$ cat config.mk
export PLATFORM = sky130hd
export DESIGN_NAME = alu_exec_pipe
export DESIGN_NICKNAME = d
export VERILOG_FILES = /design/src/rtl/alu_exec_pipe.sv
export SDC_FILE = /design/constraint.sdc
export NUM_CORES = 2
export LEC_CHECK = 0
export BUFFER_PORTS_ARGS = -buffer_cell sky130_fd_sc_hd__buf_2
export CAP_MARGIN = 25
export CORE_UTILIZATION = 25
export CTS_BUF_LIST = sky130_fd_sc_hd__clkbuf_8
export CTS_CLUSTER_DIAMETER = 150
export CTS_CLUSTER_SIZE = 8
export DETAILED_ROUTE_END_ITERATION = 12
export PLACE_DENSITY = 0.47
export SLEW_MARGIN = 10
export SYNTH_ARGS = -nofsm -noshare
export SYNTH_HDL_FRONTEND = slang
export SYNTH_SLANG_ARGS = --single-unit
$ cat constraint.sdc
create_clock -name clk -period 117.7 [get_ports clk]
set_input_delay 11.77 -clock clk [delete_from_list [all_inputs] [get_ports clk]]
set_output_delay 11.77 -clock clk [all_outputs]
set_load 0.05 [all_outputs]
$ cat src/rtl/alu_exec_pipe.sv
// Pipelined register-file + ALU execute block.
// One issue stage (valid/ready), one execute/writeback stage with result forwarding,
// and an iterative shift-add multiplier that holds off issue while it runs.
module alu_exec_pipe #(
  parameter int unsigned ADDRESS_WIDTH = 5,
  parameter int unsigned DATA_WIDTH    = 32,
  parameter int unsigned A0_INDEX      = 10
) (
  input  logic                     clk,
  input  logic                     rst,
  input  logic                     in_valid,
  output logic                     in_ready,
  input  logic                     RegWrite,
  input  logic                     ALUsrc,
  input  logic [3:0]               ALUctrl,
  input  logic [DATA_WIDTH-1:0]    immOp,
  input  logic [ADDRESS_WIDTH-1:0] rs1,
  input  logic [ADDRESS_WIDTH-1:0] rs2,
  input  logic [ADDRESS_WIDTH-1:0] rd,
  output logic [DATA_WIDTH-1:0]    a0,
  output logic [DATA_WIDTH-1:0]    ALUout,
  output logic                     EQ,
  output logic                     out_valid
);

  localparam int unsigned DEPTH = 2 ** ADDRESS_WIDTH;
  localparam int unsigned CW    = $clog2(DATA_WIDTH);

  localparam logic [ADDRESS_WIDTH-1:0] A0_ADDR  = A0_INDEX[ADDRESS_WIDTH-1:0];
  localparam logic [CW-1:0]            CNT_LAST = CW'(DATA_WIDTH - 1);

  localparam logic [3:0] OpAdd  = 4'd0;
  localparam logic [3:0] OpSub  = 4'd1;
  localparam logic [3:0] OpAnd  = 4'd2;
  localparam logic [3:0] OpOr   = 4'd3;
  localparam logic [3:0] OpXor  = 4'd4;
  localparam logic [3:0] OpSlt  = 4'd5;
  localparam logic [3:0] OpSltu = 4'd6;
  localparam logic [3:0] OpSll  = 4'd7;
  localparam logic [3:0] OpSrl  = 4'd8;
  localparam logic [3:0] OpSra  = 4'd9;
  localparam logic [3:0] OpMul  = 4'd10;

  typedef enum logic [0:0] {StIdle, StMul} state_e;

  logic [DATA_WIDTH-1:0]    r_regs [DEPTH];
  state_e                   r_state;
  logic                     r_ex_valid;
  logic [DATA_WIDTH-1:0]    r_op1;
  logic [DATA_WIDTH-1:0]    r_op2;
  logic [3:0]               r_ctrl;
  logic [ADDRESS_WIDTH-1:0] r_rd;
  logic                     r_we;
  logic [CW-1:0]            r_cnt;
  logic [DATA_WIDTH-1:0]    r_acc;
  logic [DATA_WIDTH-1:0]    r_mcand;
  logic [DATA_WIDTH-1:0]    r_mplier;
  logic [DATA_WIDTH-1:0]    r_alu_out;
  logic                     r_eq;
  logic                     r_out_valid;

  logic                     w_accept;
  logic                     w_wb_fire;
  logic [DATA_WIDTH-1:0]    w_wb_data;
  logic [DATA_WIDTH-1:0]    w_alu;
  logic [DATA_WIDTH-1:0]    w_mul_step;
  logic [CW-1:0]            w_shamt;
  logic                     w_fwd1;
  logic                     w_fwd2;
  logic [DATA_WIDTH-1:0]    w_op1;
  logic [DATA_WIDTH-1:0]    w_rd2;
  logic [DATA_WIDTH-1:0]    w_op2;

  assign in_ready  = (r_state == StIdle);
  assign w_accept  = in_valid && in_ready;
  assign a0        = r_regs[A0_ADDR];
  assign ALUout    = r_alu_out;
  assign EQ        = r_eq;
  assign out_valid = r_out_valid;

  // A single-cycle op retires on the edge after issue; a MUL retires on its last step.
  assign w_wb_fire  = r_ex_valid && ((r_state == StIdle) || (r_cnt == CNT_LAST));
  assign w_mul_step = r_acc + (r_mplier[0] ? r_mcand : '0);
  assign w_wb_data  = (r_state == StMul) ? w_mul_step : w_alu;
  assign w_shamt    = r_op2[CW-1:0];

  // Single-cycle ALU result from the captured EX operands.
  always_comb begin
    w_alu = r_op1 + r_op2;
    case (r_ctrl)
      OpAdd:   w_alu = r_op1 + r_op2;
      OpSub:   w_alu = r_op1 - r_op2;
      OpAnd:   w_alu = r_op1 & r_op2;
      OpOr:    w_alu = r_op1 | r_op2;
      OpXor:   w_alu = r_op1 ^ r_op2;
      OpSlt:   w_alu = {{(DATA_WIDTH-1){1'b0}}, ($signed(r_op1) < $signed(r_op2))};
      OpSltu:  w_alu = {{(DATA_WIDTH-1){1'b0}}, (r_op1 < r_op2)};
      OpSll:   w_alu = r_op1 << w_shamt;
      OpSrl:   w_alu = r_op1 >> w_shamt;
      OpSra:   w_alu = $signed(r_op1) >>> w_shamt;
      default: w_alu = r_op1 + r_op2;
    endcase
  end

  // Operand fetch with bypass of the result retiring on this same edge.
  always_comb begin
    w_fwd1 = w_wb_fire && r_we && (r_rd != '0) && (r_rd == rs1);
    w_fwd2 = w_wb_fire && r_we && (r_rd != '0) && (r_rd == rs2);
    w_op1  = '0;
    w_rd2  = '0;
    if (rs1 != '0) w_op1 = w_fwd1 ? w_wb_data : r_regs[rs1];
    if (rs2 != '0) w_rd2 = w_fwd2 ? w_wb_data : r_regs[rs2];
    w_op2  = ALUsrc ? immOp : w_rd2;
  end

  // Register file write port; x0 is never written so it always reads zero.
  always_ff @(posedge clk or posedge rst) begin
    if (rst) begin
      for (int i = 0; i < int'(DEPTH); i++) r_regs[i] <= '0;
    end else if (w_wb_fire && r_we && (r_rd != '0)) begin
      r_regs[r_rd] <= w_wb_data;
    end
  end

  // Issue/EX FSM: captures accepted instructions, runs the multiplier, registers results.
  always_ff @(posedge clk or posedge rst) begin
    if (rst) begin
      r_state     <= StIdle;
      r_ex_valid  <= 1'b0;
      r_op1       <= '0;
      r_op2       <= '0;
      r_ctrl      <= '0;
      r_rd        <= '0;
      r_we        <= 1'b0;
      r_cnt       <= '0;
      r_acc       <= '0;
      r_mcand     <= '0;
      r_mplier    <= '0;
      r_alu_out   <= '0;
      r_eq        <= 1'b0;
      r_out_valid <= 1'b0;
    end else begin
      r_out_valid <= w_wb_fire;
      if (w_wb_fire) begin
        r_alu_out <= w_wb_data;
        r_eq      <= (r_op1 == r_op2);
      end
      case (r_state)
        StIdle: begin
          r_ex_valid <= w_accept;
          if (w_accept) begin
            r_op1  <= w_op1;
            r_op2  <= w_op2;
            r_ctrl <= ALUctrl;
            r_rd   <= rd;
            r_we   <= RegWrite;
            if (ALUctrl == OpMul) begin
              r_state  <= StMul;
              r_cnt    <= '0;
              r_acc    <= '0;
              r_mcand  <= w_op1;
              r_mplier <= w_op2;
            end
          end
        end
        StMul: begin
          if (r_cnt == CNT_LAST) begin
            r_state    <= StIdle;
            r_ex_valid <= 1'b0;
          end else begin
            r_acc    <= w_mul_step;
            r_mcand  <= r_mcand << 1;
            r_mplier <= r_mplier >> 1;
            r_cnt    <= r_cnt + 1'b1;
          end
        end
        default: r_state <= StIdle;
      endcase
    end
  end

endmodule

==> impl_metrics.json <==
{
  "status": "finished, final reports clean",
  "clock_sink_count": 1235,
  "nNetsFinal": 7068,
  "vias_per_cell": 5.50,
  "cts_tree": "built",
  "first_iter_violations": 6528,
  "cts_resized": 0,
  "antenna_found_initial": 16,
  "relSlewSlack": 0.219,
  "clk_pin_slew_worst_paths_ps": 60,
  "die_h_um": 545,
  "grt_max_degree": 116,
  "wl_mm": 309,
  "wl_met1_mm": 130,
  "drc": 0,
  "min_period_ps": 16320,
  "drive_above_1_share": 0.199,
  "syn_inst": 7122,
  "synth_fa_ha_area_frac": 0.0229,
  "setup_viol": 0,
  "ys_warn_count": 0,
  "muxShareOfSynthArea": 0.242,
  "fill_cells": 30500,
  "critPathMaxFanout": 75,
  "root_buffer": "clkbuf_8",
  "ant_nets": 0,
  "postSynthAreaPerCell_sq_um": 10.3,
  "cap_violations": 0,
  "ioPinCount": 123,
  "worstSetupPathType": "in2reg",
  "gp_congestion": 0.952,
  "p_per_area_nw_per_um2": 22.4,
  "required_ps": 118510,
  "syn-num-nets": 7311,
  "fmax_ghz": 0.0613,
  "synth_compound_area_frac": 0.140,
  "vias": 59400,
  "arrival_ps": 17140,
  "portBuffers": 122,
  "stdcell_count": 10800,
  "clock_skew_ps": 67.4,
  "die_w_um": 545,
  "synth-seq-cells": 1235,
  "slew_viol_final": 0,
  "async_flop_share": 1.00,
  "dp_hpwl_mm": 205,
  "rows": 198,
  "dr.pass1.iters": 6,
  "ys_seq_area_frac": 0.420,
  "dieArea_sq_um": 297000,
  "fin_util": 0.277,
  "initial_utilization": 0.252,
  "finalSetupTns_ps": 0,
  "vdd_ir_drop_max_mv": 0.0147,
  "synthXorXnorAreaFrac": 0.00737,
  "grt_overflow": 0,
  "min_path_type": "reg2reg",
  "synth_top_family_by_area": "multiplexers",
  "cts_hold_buf": 0,
  "wire_per_inst_um": 28.6,
  "hold_slack_ps": 397,
  "grt_pass1_wl_mm": 444,
  "routed.top_layer": "met5",
  "core_area_sq_um": 292000,
  "crit_path_end_kind": "register",
  "synth_area_sq_um": 73700,
  "grt_util_all_layers": 0.206,
  "numCtsBuffers": 174,
  "finalCritPeriodShare": 0.139,
  "post-cts-setup-buffers": 0,
  "yosys.area_share.simple": 0.121,
  "cts_max_level": 4,
  "tightest_slew_ps": 1170,
  "dr_wl_met3_mm": 27.1,
  "synth-edff-count": 0,
  "synth_cell_types": 99,
  "leakagePower_nw": 33.7,
  "cts_max_path_buffers": 3,
  "rsz0062_at_grt": "false",
  "critPathLaunchType": "primary input",
  "place_inst": 10600,
  "grt_pass1_vias": 58100,
  "syn2layout_area_growth_pct": 9.90,
  "report.final.hold_viol_count": 0,
  "clock_latency_ps": 1000,
  "wl_met2_mm": 138,
  "min_path_cells": 0,
  "ff2ff_path_depth": 13,
  "ys.flop_type": "dfrtp_1"
}
==> layer usage <==
layer	vias up	global-route usage
met5	-	0
met4	6	0.0831
met3	623	0.0427
met2	2947	0.316
met1	30700	0.284
li1	25200	-
==> cell usage in the layout, fill, tap and decap left out, drive strengths merged, types with 19 or more instances in the layout <==
cell    instances
buf           314
o21ai        1042
a21oi         251
nand3          60
and2           52
nor4           20
and3           23
clkbuf        175
mux2           67
ha            130
mux4          708
dfrtp        1235
a22oi          40
mux2i         110
nor2b          25
nor2          289
o31ai          31
a211oi         50
or3            20
nand2        1603
nor3           37
a221oi         29
a211o          19
a21o           31
a31oi          30
xnor2          47
inv           122
o211ai         37
==> cell usage after synthesis, types with 12 or more instances <==
cell type | instances | area share
a211o_1 | 19 | 0.0023
a211oi_1 | 50 | 0.0051
a21o_1 | 31 | 0.0032
a21oi_1 | 249 | 0.017
a221o_1 | 12 | 0.0016
a221oi_1 | 29 | 0.0034
a22oi_1 | 40 | 0.0041
a31oi_1 | 30 | 0.0025
a32o_1 | 12 | 0.0016
and2_1 | 51 | 0.0043
and3_1 | 23 | 0.0020
buf_1 | 71 | 0.0036
buf_2 | 80 | 0.0054
buf_4 | 39 | 0.0040
clkbuf_1 | 538 | 0.027
dfrtp_1 | 1235 | 0.42
ha_1 | 130 | 0.022
inv_1 | 112 | 0.0057
mux2_2 | 67 | 0.010
mux2i_1 | 110 | 0.015
mux4_2 | 708 | 0.22
nand2_1 | 1603 | 0.082
nand2b_1 | 13 | 0.0011
nand3_1 | 60 | 0.0041
nand4_1 | 18 | 0.0015
nor2_1 | 289 | 0.015
nor2b_1 | 25 | 0.0021
nor3_1 | 36 | 0.0024
nor4_1 | 20 | 0.0017
o211ai_1 | 36 | 0.0037
o21a_1 | 13 | 0.0013
o21ai_0 | 1021 | 0.069
o21ai_1 | 21 | 0.0014
o21bai_1 | 18 | 0.0018
o221ai_1 | 17 | 0.0020
o22ai_1 | 14 | 0.0012
o31ai_1 | 30 | 0.0031
or3_1 | 20 | 0.0017
xnor2_1 | 47 | 0.0056
xor2_1 | 15 | 0.0018
==> area by class of cell <==
class / instances / area, sq um / share of cell area
diodes: 9 / 22.5 / 0.000278
flip-flops and latches: 1235 / 30900 / 0.382
inverters: 116 / 443 / 0.00547
repair buffers: 315 / 2350 / 0.0291
clock inverters: 22 / 205 / 0.00253
multi-input cells: 5037 / 39700 / 0.491
well taps: 3900 / 4880 / 0.0603
clock buffers: 175 / 2410 / 0.0298
==> cells by family (layout without fill, tap and decap cells) <==
| logic type | Yosys count | in the layout |
|---|---|---|
| and+or+nand+nor | 2196 | 2196 |
| AOI/OAI and AO/OA | 1761 | 1761 |
| DFF | 1235 | 1235 |
| muxes | 885 | 885 |
| buffers and inverters | 850 | 628 |
| adders and majority gates | 133 | 133 |
| xor gates and xnor gates | 62 | 62 |
| other | 0 | 9 |
==> sequential cells by signal (all words and copies together) (netlist names), 4 cells and up <==
name,cells
a0,32
r_op1,32
r_mcand,32
r_acc,32
r_cnt,5
r_regs,992
r_op2,32
r_rd,5
ALUout,32
r_ctrl,4
r_mplier,32
==> metrics by stage <==
step                instance area (sq um)  setup slack, ps  total power, mW
CTS                                 80700           101420             1.81
floorplan                           73700            71130             1.16
global route                        80900           100990             1.91
global placement                    78000           100280             1.48
detailed placement                  78100           100360             1.49
finish                              81000           101380             1.82
==> worst max-delay path: stages <==
cell      delay, ps
buf_8           570
buf_4           800
buf_4           800
buf_4           780
mux4_2          590
mux4_2          500
mux2_2          310
a22oi_1         220
nor2_1           70
a221oi_1        240
o31ai_1         110
==> report_power, final <==
part	internal, mW	leakage [nW]	total (mW)	switching, mW
logic	0.287	15.3	0.863	0.576
clock network	0.134	1.35	0.310	0.176
registers	0.529	17.0	0.644	0.115
==> path summary, 6_finish.rpt <==
kind                                          from                        to  slack (ps)
max                                         rs2[0]  r_mplier[25]$_DFFE_PP0P_      101380
min reg2reg                r_regs[993]$_DFFE_PP0P_   r_regs[993]$_DFFE_PP0P_         400
min in group asynchronous                      rst     r_ctrl[2]$_DFFE_PP0P_       10910
min                        r_regs[993]$_DFFE_PP0P_   r_regs[993]$_DFFE_PP0P_         400
max reg2reg                   r_op2[0]$_DFFE_PP0P_    r_regs[63]$_DFFE_PP0P_      111580
max in group asynchronous                      rst    r_regs[75]$_DFFE_PP0P_      103050
Power figures use the tool's default switching activity.
